**config.mk**
```make
export PLATFORM = sky130hd
export DESIGN_NAME = jk_excitation_driver
export DESIGN_NICKNAME = d
export VERILOG_FILES = /design/src/rtl/jk_excitation_driver.sv
export SDC_FILE = /design/constraint.sdc
export NUM_CORES = 1
export LEC_CHECK = 0
export ABC_AREA = 1
export BUFFER_PORTS_ARGS = -buffer_cell sky130_fd_sc_hd__buf_2
export CELL_PAD_IN_SITES_DETAIL_PLACEMENT = 0
export CELL_PAD_IN_SITES_GLOBAL_PLACEMENT = 1
export CORE_ASPECT_RATIO = 1.5
export CORE_MARGIN = 10
export CORE_UTILIZATION = 43
export CTS_BUF_LIST = sky130_fd_sc_hd__clkbuf_4 sky130_fd_sc_hd__clkbuf_8 sky130_fd_sc_hd__clkbuf_16
export CTS_CLUSTER_DIAMETER = 150
export DETAILED_ROUTE_END_ITERATION = 8
export GPL_TIMING_DRIVEN = 0
export HOLD_SLACK_MARGIN = 0.08
export MAX_ROUTING_LAYER = met4
export PLACE_DENSITY_LB_ADDON = 0.15
export SETUP_SLACK_MARGIN = 0.02
export SYNTH_ARGS = -nofsm -noshare
export SYNTH_HDL_FRONTEND = slang
export SYNTH_SLANG_ARGS = --single-unit
```
**constraint.sdc**
```tcl
create_clock -name clk -period 2.3 [get_ports clk]
set_clock_uncertainty 0.1 [all_clocks]
set_input_delay 0.115 -clock clk [delete_from_list [all_inputs] [get_ports clk]]
set_output_delay 0.115 -clock clk [all_outputs]
set_load 0.02 [all_outputs]
```
**src/rtl/jk_excitation_driver.sv**
```systemverilog
// Queues target patterns and drives a bank of JK flip-flops toward each one.
// Each target takes one DRIVE cycle and one CHECK cycle; a failed check pulses mismatch.
module jk_excitation_driver #(
    parameter int WIDTH = 4,
    parameter int DEPTH = 4
) (
    input  logic             clk,
    input  logic             reset,
    input  logic             in_valid,
    input  logic [WIDTH-1:0] in_data,
    output logic             in_ready,
    input  logic [WIDTH-1:0] q_fb,
    output logic [WIDTH-1:0] j,
    output logic [WIDTH-1:0] k,
    output logic             busy,
    output logic             mismatch,
    output logic [7:0]       err_count
);
    localparam int AW = $clog2(DEPTH);
    localparam logic [AW:0] CNT_FULL = (AW+1)'(DEPTH);

    typedef enum logic [1:0] {IDLE, DRIVE, CHECK} state_e;

    state_e           state_q, state_d;
    logic [WIDTH-1:0] mem_q [DEPTH];
    logic [AW-1:0]    wr_ptr_q, rd_ptr_q;
    logic [AW:0]      cnt_q;
    logic [WIDTH-1:0] t_q, t_d;
    logic [WIDTH-1:0] j_q, j_d, k_q, k_d;
    logic             mismatch_q, mismatch_d;
    logic [7:0]       err_q, err_d;
    logic             full, empty, push, pop;
    logic [WIDTH-1:0] head;

    // Flow control looks only at registered occupancy, so a pop never opens a slot early.
    assign full     = (cnt_q == CNT_FULL);
    assign empty    = (cnt_q == '0);
    assign in_ready = ~full;
    assign push     = in_valid & ~full;
    assign head     = mem_q[rd_ptr_q];

    always_ff @(posedge clk) begin
        if (push) mem_q[wr_ptr_q] <= in_data;
    end

    always_ff @(posedge clk or posedge reset) begin
        if (reset) begin
            wr_ptr_q <= '0;
            rd_ptr_q <= '0;
            cnt_q    <= '0;
        end else begin
            if (push) wr_ptr_q <= wr_ptr_q + 1'b1;
            if (pop)  rd_ptr_q <= rd_ptr_q + 1'b1;
            case ({push, pop})
                2'b10:   cnt_q <= cnt_q + 1'b1;
                2'b01:   cnt_q <= cnt_q - 1'b1;
                default: cnt_q <= cnt_q;
            endcase
        end
    end

    // j/k are loaded on the edge entering DRIVE, so the flops see them during
    // DRIVE and CHECK observes the settled result.
    always_comb begin
        state_d    = state_q;
        t_d        = t_q;
        j_d        = '0;
        k_d        = '0;
        pop        = 1'b0;
        mismatch_d = 1'b0;
        err_d      = err_q;
        unique case (state_q)
            IDLE: begin
                if (!empty) pop = 1'b1;
            end
            DRIVE: begin
                state_d = CHECK;
            end
            CHECK: begin
                if (q_fb != t_q) begin
                    mismatch_d = 1'b1;
                    if (err_q != 8'hFF) err_d = err_q + 8'd1;
                end
                if (!empty) pop = 1'b1;
                else        state_d = IDLE;
            end
            default: state_d = IDLE;
        endcase
        if (pop) begin
            t_d     = head;
            j_d     = head & ~q_fb;
            k_d     = ~head & q_fb;
            state_d = DRIVE;
        end
    end

    always_ff @(posedge clk or posedge reset) begin
        if (reset) begin
            state_q    <= IDLE;
            t_q        <= '0;
            j_q        <= '0;
            k_q        <= '0;
            mismatch_q <= 1'b0;
            err_q      <= '0;
        end else begin
            state_q    <= state_d;
            t_q        <= t_d;
            j_q        <= j_d;
            k_q        <= k_d;
            mismatch_q <= mismatch_d;
            err_q      <= err_d;
        end
    end

    assign j         = j_q;
    assign k         = k_q;
    assign mismatch  = mismatch_q;
    assign err_count = err_q;
    assign busy      = (state_q != IDLE) || !empty;

endmodule

```
# After elaboration in Yosys (flattened, before gate mapping)
# Memory sizes are Yosys's and may differ from the RTL's.
# Cells that the tools add are included.
totals:
  ff_bits: 30
  mem_bits_rw: 16
  in_bits: 11
  out_inout_bits: 19
  wordCells: 51
  n_memories: 1
mem_list:
  columns: ["name", "depth", "word_bits", "rd", "rd_clocked_by_memory_dff", "write_ports", "line", "source"]
  rows:
  - ["mem_q", 4, 4, 1, 0, 1, "25", "logic [WIDTH-1:0] mem_q [DEPTH];"]
op_classes:
  add_sub_neg: 5
  eq_ne: 9
  n_mux: 12
  bitwise: 6
  reduce_logical: 9
ops:
  columns: ["cell", "count"]
  rows:
  - ["8-bit by 1-bit adder with 8-bit output (second input constant)", 1]
  - ["4-bit AND", 2]
  - ["4-bit two-way mux", 2]
  - ["8-bit != test (second input constant)", 1]
  - ["4-bit inverter", 2]
  - ["1-bit two-way mux", 6]
  - ["2-bit case mux with 3 select lines", 1]
  - ["3-bit case mux with 2 select lines", 1]
  - ["2-bit by 1-bit adder with 2-bit output (second input constant)", 2]
  - ["2-bit by 1-bit == test with 1-bit output (second input constant)", 2]
  - ["2-bit == test (second input constant)", 2]
  - ["2-bit two-way mux", 2]
  - ["4-bit != test", 1]
  - ["2-bit nonzero test", 2]
  - ["3-bit by 1-bit adder with 3-bit output (second input constant)", 1]
  - ["3-bit == test (second input constant)", 1]
  - ["3-bit logical NOT", 1]
  - ["3-bit != test (second input constant)", 1]
  - ["3-bit AND reduction", 1]
  - ["3-bit by 1-bit subtractor with 3-bit output (second input constant)", 1]
  - ["2-bit logical NOT", 1]
  - ["2-bit != test (second input constant)", 1]
  - ["2-bit AND reduction", 1]
  - ["2-bit OR reduction", 1]
  - ["4 further kinds", 4]

# Logic depth before layout (Yosys ltp)
depth:
  word_depth: 5
  mapped_depth: 10
  mapped_depth_nobuf: 10

# Least setup slack after synthesis
# Ideal clock, no wire load.
synth_path:
  path_type: "register to register"
  start: "reg cnt_q[0]"
  end: "reg cnt_q[2]"
  setup_ps: 131
  arrival_ps: 1904
  required_ps: 2069
  slack_ps: 166
  stages_incl_launch_ff: 10
  path_buffers: 0
  period_less_slack_ps: 2134
  cell_sequence: "dfrtp_1 > inv_1 > nand3_1 > nand2_1 > ha_1 > inv_1 > fa_1 > a21oi_1 > o21ai_0 > xor2_1"
synth_between:
  elab_chain_cells: 5
  word_cells_on_any_way: 12
  classes_between: "add/sub (2); eq/ne (3); mux (3); bitwise (2); reduce/logical (2)"
synth_lines:
  columns: ["element", "line", "source"]
  rows:
  - ["from (decl)", "27", "logic [AW:0] cnt_q;"]
  - ["from (signal assigned)", "55", "2'b10: cnt_q <= cnt_q + 1'b1;"]
  - ["from (signal assigned)", "56", "2'b01: cnt_q <= cnt_q - 1'b1;"]
  - ["from (signal assigned)", "57", "default: cnt_q <= cnt_q;"]
  - ["3-bit == test *", "36", "assign full = (cnt_q == CNT_FULL);"]
  - ["1-bit inverter *", null, null]
  - ["net in_ready", "11", "output logic in_ready,"]
  - ["1-bit AND *", "39", "assign push = in_valid & ~full;"]
  - ["2-bit by 1-bit == test with 1-bit output or 2-bit == test (tied branches)", "54", "case ({push, pop})"]
  - ["3-bit case mux with 2 select lines or 2-bit nonzero test (tied branches)", null, null]
# The timed path passes the listed nets; every way through them passes the cells marked *.
# A chain may end at the register's enable or synchronous reset.

# Final worst setup path
layout_path:
  start: "reg cnt_q[1]"
  end: "reg cnt_q[2]"
layout_between:
  elab_chain_cells: 5
  word_cells_on_any_way: 12
  classes_between: "add/sub (2); eq/ne (3); mux (3); bitwise (2); reduce/logical (2)"
layout_lines:
  columns: ["element", "line", "source"]
  rows:
  - ["3-bit logical NOT *", "37", "assign empty = (cnt_q == '0);"]
  - ["1-bit two-way mux *", "74, 84", null]
  - ["1-bit two-way mux *", null, null]
  - ["net pop", "32", "logic full, empty, push, pop;"]
  - ["2-bit by 1-bit == test with 1-bit output or 2-bit == test (tied branches)", "54", null]
  - ["3-bit case mux with 2 select lines or 2-bit nonzero test (tied branches)", null, null]
# Marked as above.

==> results.yml <==
synth:
  ys_seq_area_frac: 0.593
  synth_cells: 210
  syn_avg_cell_area_sq_um: 9.88
  synth_cell_types: 24
  yosysWarnings: 0
  syn-cell-area_sq_mm: 0.00207
  ys_seq_elements: 46
  syn_nets: 228
min_path:
  holdPathEnd: "wr_ptr_q[0]$_DFFE_PP0P_"
  hold_class: "in2reg"
  hold_depth: 3
  hp-start: "in_valid"
drt:
  vias_per_cell: 4.62
  via_count: 1479
  first_pass_iters: 4
  drc: 0
  drt_wl_total_microns: 3840
  wire_per_inst_microns: 12.0
  drtAntennaViolNets: 0
  drtIter0Drc: 37
setup_path:
  reg2reg_to: "cnt_q[2]$_DFFE_PP0P_"
  crit_type: "reg2reg"
  endpoint_kind: "flip-flop"
  critPathLaunchType: "flip-flop"
  cp_max_fo: 10
  r2r_cells: 10
  r2r-start: "cnt_q[1]$_DFFE_PP0P_"
  cp.required_ns: 2.37
  crit_arrival_ns: 2.10
  startpoint: "cnt_q[1]$_DFFE_PP0P_"
  regToRegSetupSlack_ns: 0.27
clocking:
  cts_setup_buffers: 0
  cts_num_sinks: 46
  cts.reportedPaths.clkPinSlew_ns: 0.08
  cts-htree-levels: 2
  clock_latency_ns: 0.29
  clock-root-buffer: "clkbuf_8"
  cts_made_buffers: 5
  cts_tree: "yes"
  clock_path_buffers: 2
global_route:
  grt_pass1_wl_microns: 6730
  grt_usage: 0.104
  grt_pass1_vias: 1464
  antenna_found_initial: 0
  grt_start_max_net_pins: 31
  grt.overflow.total: 0
timing:
  fmax_mhz: 492
  drv_slew: 0
  setup_tns_ns: 0
  timing.slew.headroom: 0.250
  fin_crit_sh: 0.883
  setup_violations: 0
  hold_viol: 0
  tightest_slew_ns: 1.12
  layout_min_cycle_time_ns: 2.03
  rsz0062_at_grt: "no"
place:
  dp_hpwl_microns: 2920
  io_buffers: 29
  place_congestion: 0.702
  placed_area_sq_mm: 0.00230
floorplan:
  fp-row-count: 30
  coreArea_sq_mm: 0.00462
  die_h_microns: 105
  dieArea_sq_mm: 0.00806
  start_util: 0.449
  io_pins: 30
  die-width_microns: 76.7
finish:
  final_cell_mix: "44 x nand2_1, 30 x dfrtp_1, 29 x buf_2"
  drive_above_1_share: 0.188
  antennaDiodeCount: 0
  syn_to_final_growth_pct: 19.8
  final_common_cell: "nand2_1"
  nets: 273
  stdcell_area_sq_mm: 0.00248
power:
  power_density_mw_per_mm2: 1210
  leakage_uw: 0.00122
  vdd_drop_max_mv: 0.544
run:
  cap_violations: 0
outcome:
  status: "finished, final reports clean"
-- how the worst max path moves through the flow --
stage | endpoint | slack (ns) | cells after the start
2_1_floorplan | cnt_q[2]$_DFFE_PP0P_ | 0.17 | 9
3_3_place_gp | cnt_q[2]$_DFFE_PP0P_ | 0.18 | 9
3_5_place_dp | cnt_q[2]$_DFFE_PP0P_ | 0.17 | 9
4_1_cts | cnt_q[2]$_DFFE_PP0P_ | 0.16 | 9
5_1_grt | cnt_q[2]$_DFFE_PP0P_ | 0.06 | 10
6_report | cnt_q[2]$_DFFE_PP0P_ | 0.27 | 10
-- state kept, by name (all words and copies together), names as in the netlist --
register,flops
j,4
mismatch,1
err_count,8
cnt_q,3
t_q,4
wr_ptr_q,2
k,4
rd_ptr_q,2
mem_q,16
state_q,2
-- timing repair --
item / 4_1_cts / 5_1_grt
resized for setup: 0 / 2
setup endpoints to repair: 0 / 1
hold endpoints to repair: 54 / 0
hold buffers: 9 / 0
-- area by class of cell --
cell class | instances | area, sq um
plain buffers | 1 | 11.3
clock buffers | 6 | 76.3
clock inverters | 2 | 13.8
fillers | 454 | 2130
inverters | 30 | 115
multi-input cells | 133 | 722
flip-flops and latches | 46 | 1230
well taps | 64 | 80.1
repair buffers | 38 | 235
-- cell usage after synthesis --
| cell | n | area (sq um) |
|---|---|---|
| a21boi_0 | 1 | 7.51 |
| a21oi_1 | 2 | 10.0 |
| buf_6 | 1 | 11.3 |
| dfrtp_1 | 30 | 751 |
| edfxtp_1 | 16 | 480 |
| fa_1 | 1 | 20.0 |
| ha_1 | 6 | 75.1 |
| inv_1 | 28 | 105 |
| inv_2 | 2 | 7.51 |
| nand2_1 | 45 | 169 |
| nand2_2 | 3 | 18.8 |
| nand3_1 | 4 | 20.0 |
| nand3_4 | 1 | 17.5 |
| nand3b_1 | 3 | 22.5 |
| nand4_1 | 8 | 50.1 |
| nand4_4 | 1 | 21.3 |
| nor2_1 | 27 | 101 |
| nor2_2 | 1 | 6.26 |
| nor2_4 | 1 | 11.3 |
| nor3_1 | 4 | 20.0 |
| o21ai_0 | 16 | 80.1 |
| o22ai_1 | 4 | 25.0 |
| xnor2_1 | 1 | 8.76 |
| xor2_1 | 4 | 35.0 |
-- critical path, stage by stage, from the launching register on --
cell and delay, ns:
dfrtp_1 0.37, inv_1 0.08, nand3_1 0.10, nand2_2 0.14, inv_4 0.14, ha_1 0.15, inv_1 0.06, fa_1 0.37
a21oi_1 0.14, o21ai_0 0.11, xor2_1 0.15
-- logic make-up (layout without fill, tap and decap cells) --
group / count (synthesis) / count (layout) / synth area share
AO/OA/AOI/OAI: 23 / 23 / 0.0591
XOR/XNOR: 5 / 5 / 0.0211
adder cells (fa/ha/maj): 7 / 7 / 0.0458
buffers and inverters: 31 / 77 / 0.0597
flip-flops: 46 / 46 / 0.593
AND/OR/NAND/NOR: 98 / 98 / 0.221
-- where the power goes --
group          leakage, uW  total, uW  switching [uW]  internal, uW
Sequential        0.000529       1270             144          1130
Clock            0.0000486        484             258           226
Combinational     0.000646       1250             819           429
-- per-layer routing --
| metal | routed length, microns | track usage |
|---|---|---|
| met3 | 182 | 0.0334 |
| met2 | 2120 | 0.191 |
| met4 | 44 | 0.0400 |
| met1 | 1490 | 0.0978 |
| met5 | 0 | - |
-- metrics by stage --
stage / worst slack (ns) / instances / util / hold slack (ns) / power, uW
6_report: 0.269 / 320 / 0.538 / 0.105 / 3010
5_1_grt: 0.0577 / 320 / 0.538 / 0.137 / 3290
4_1_cts: 0.157 / 320 / 0.537 / 0.202 / 3050
3_5_place_dp: 0.173 / 303 / 0.498 / 0.209 / 2550
3_3_place_gp: 0.176 / 303 / 0.498 / 0.208 / 2530
2_1_floorplan: 0.166 / 210 / - / 0.0814 / 2200
Power figures use the tool's default switching activity.
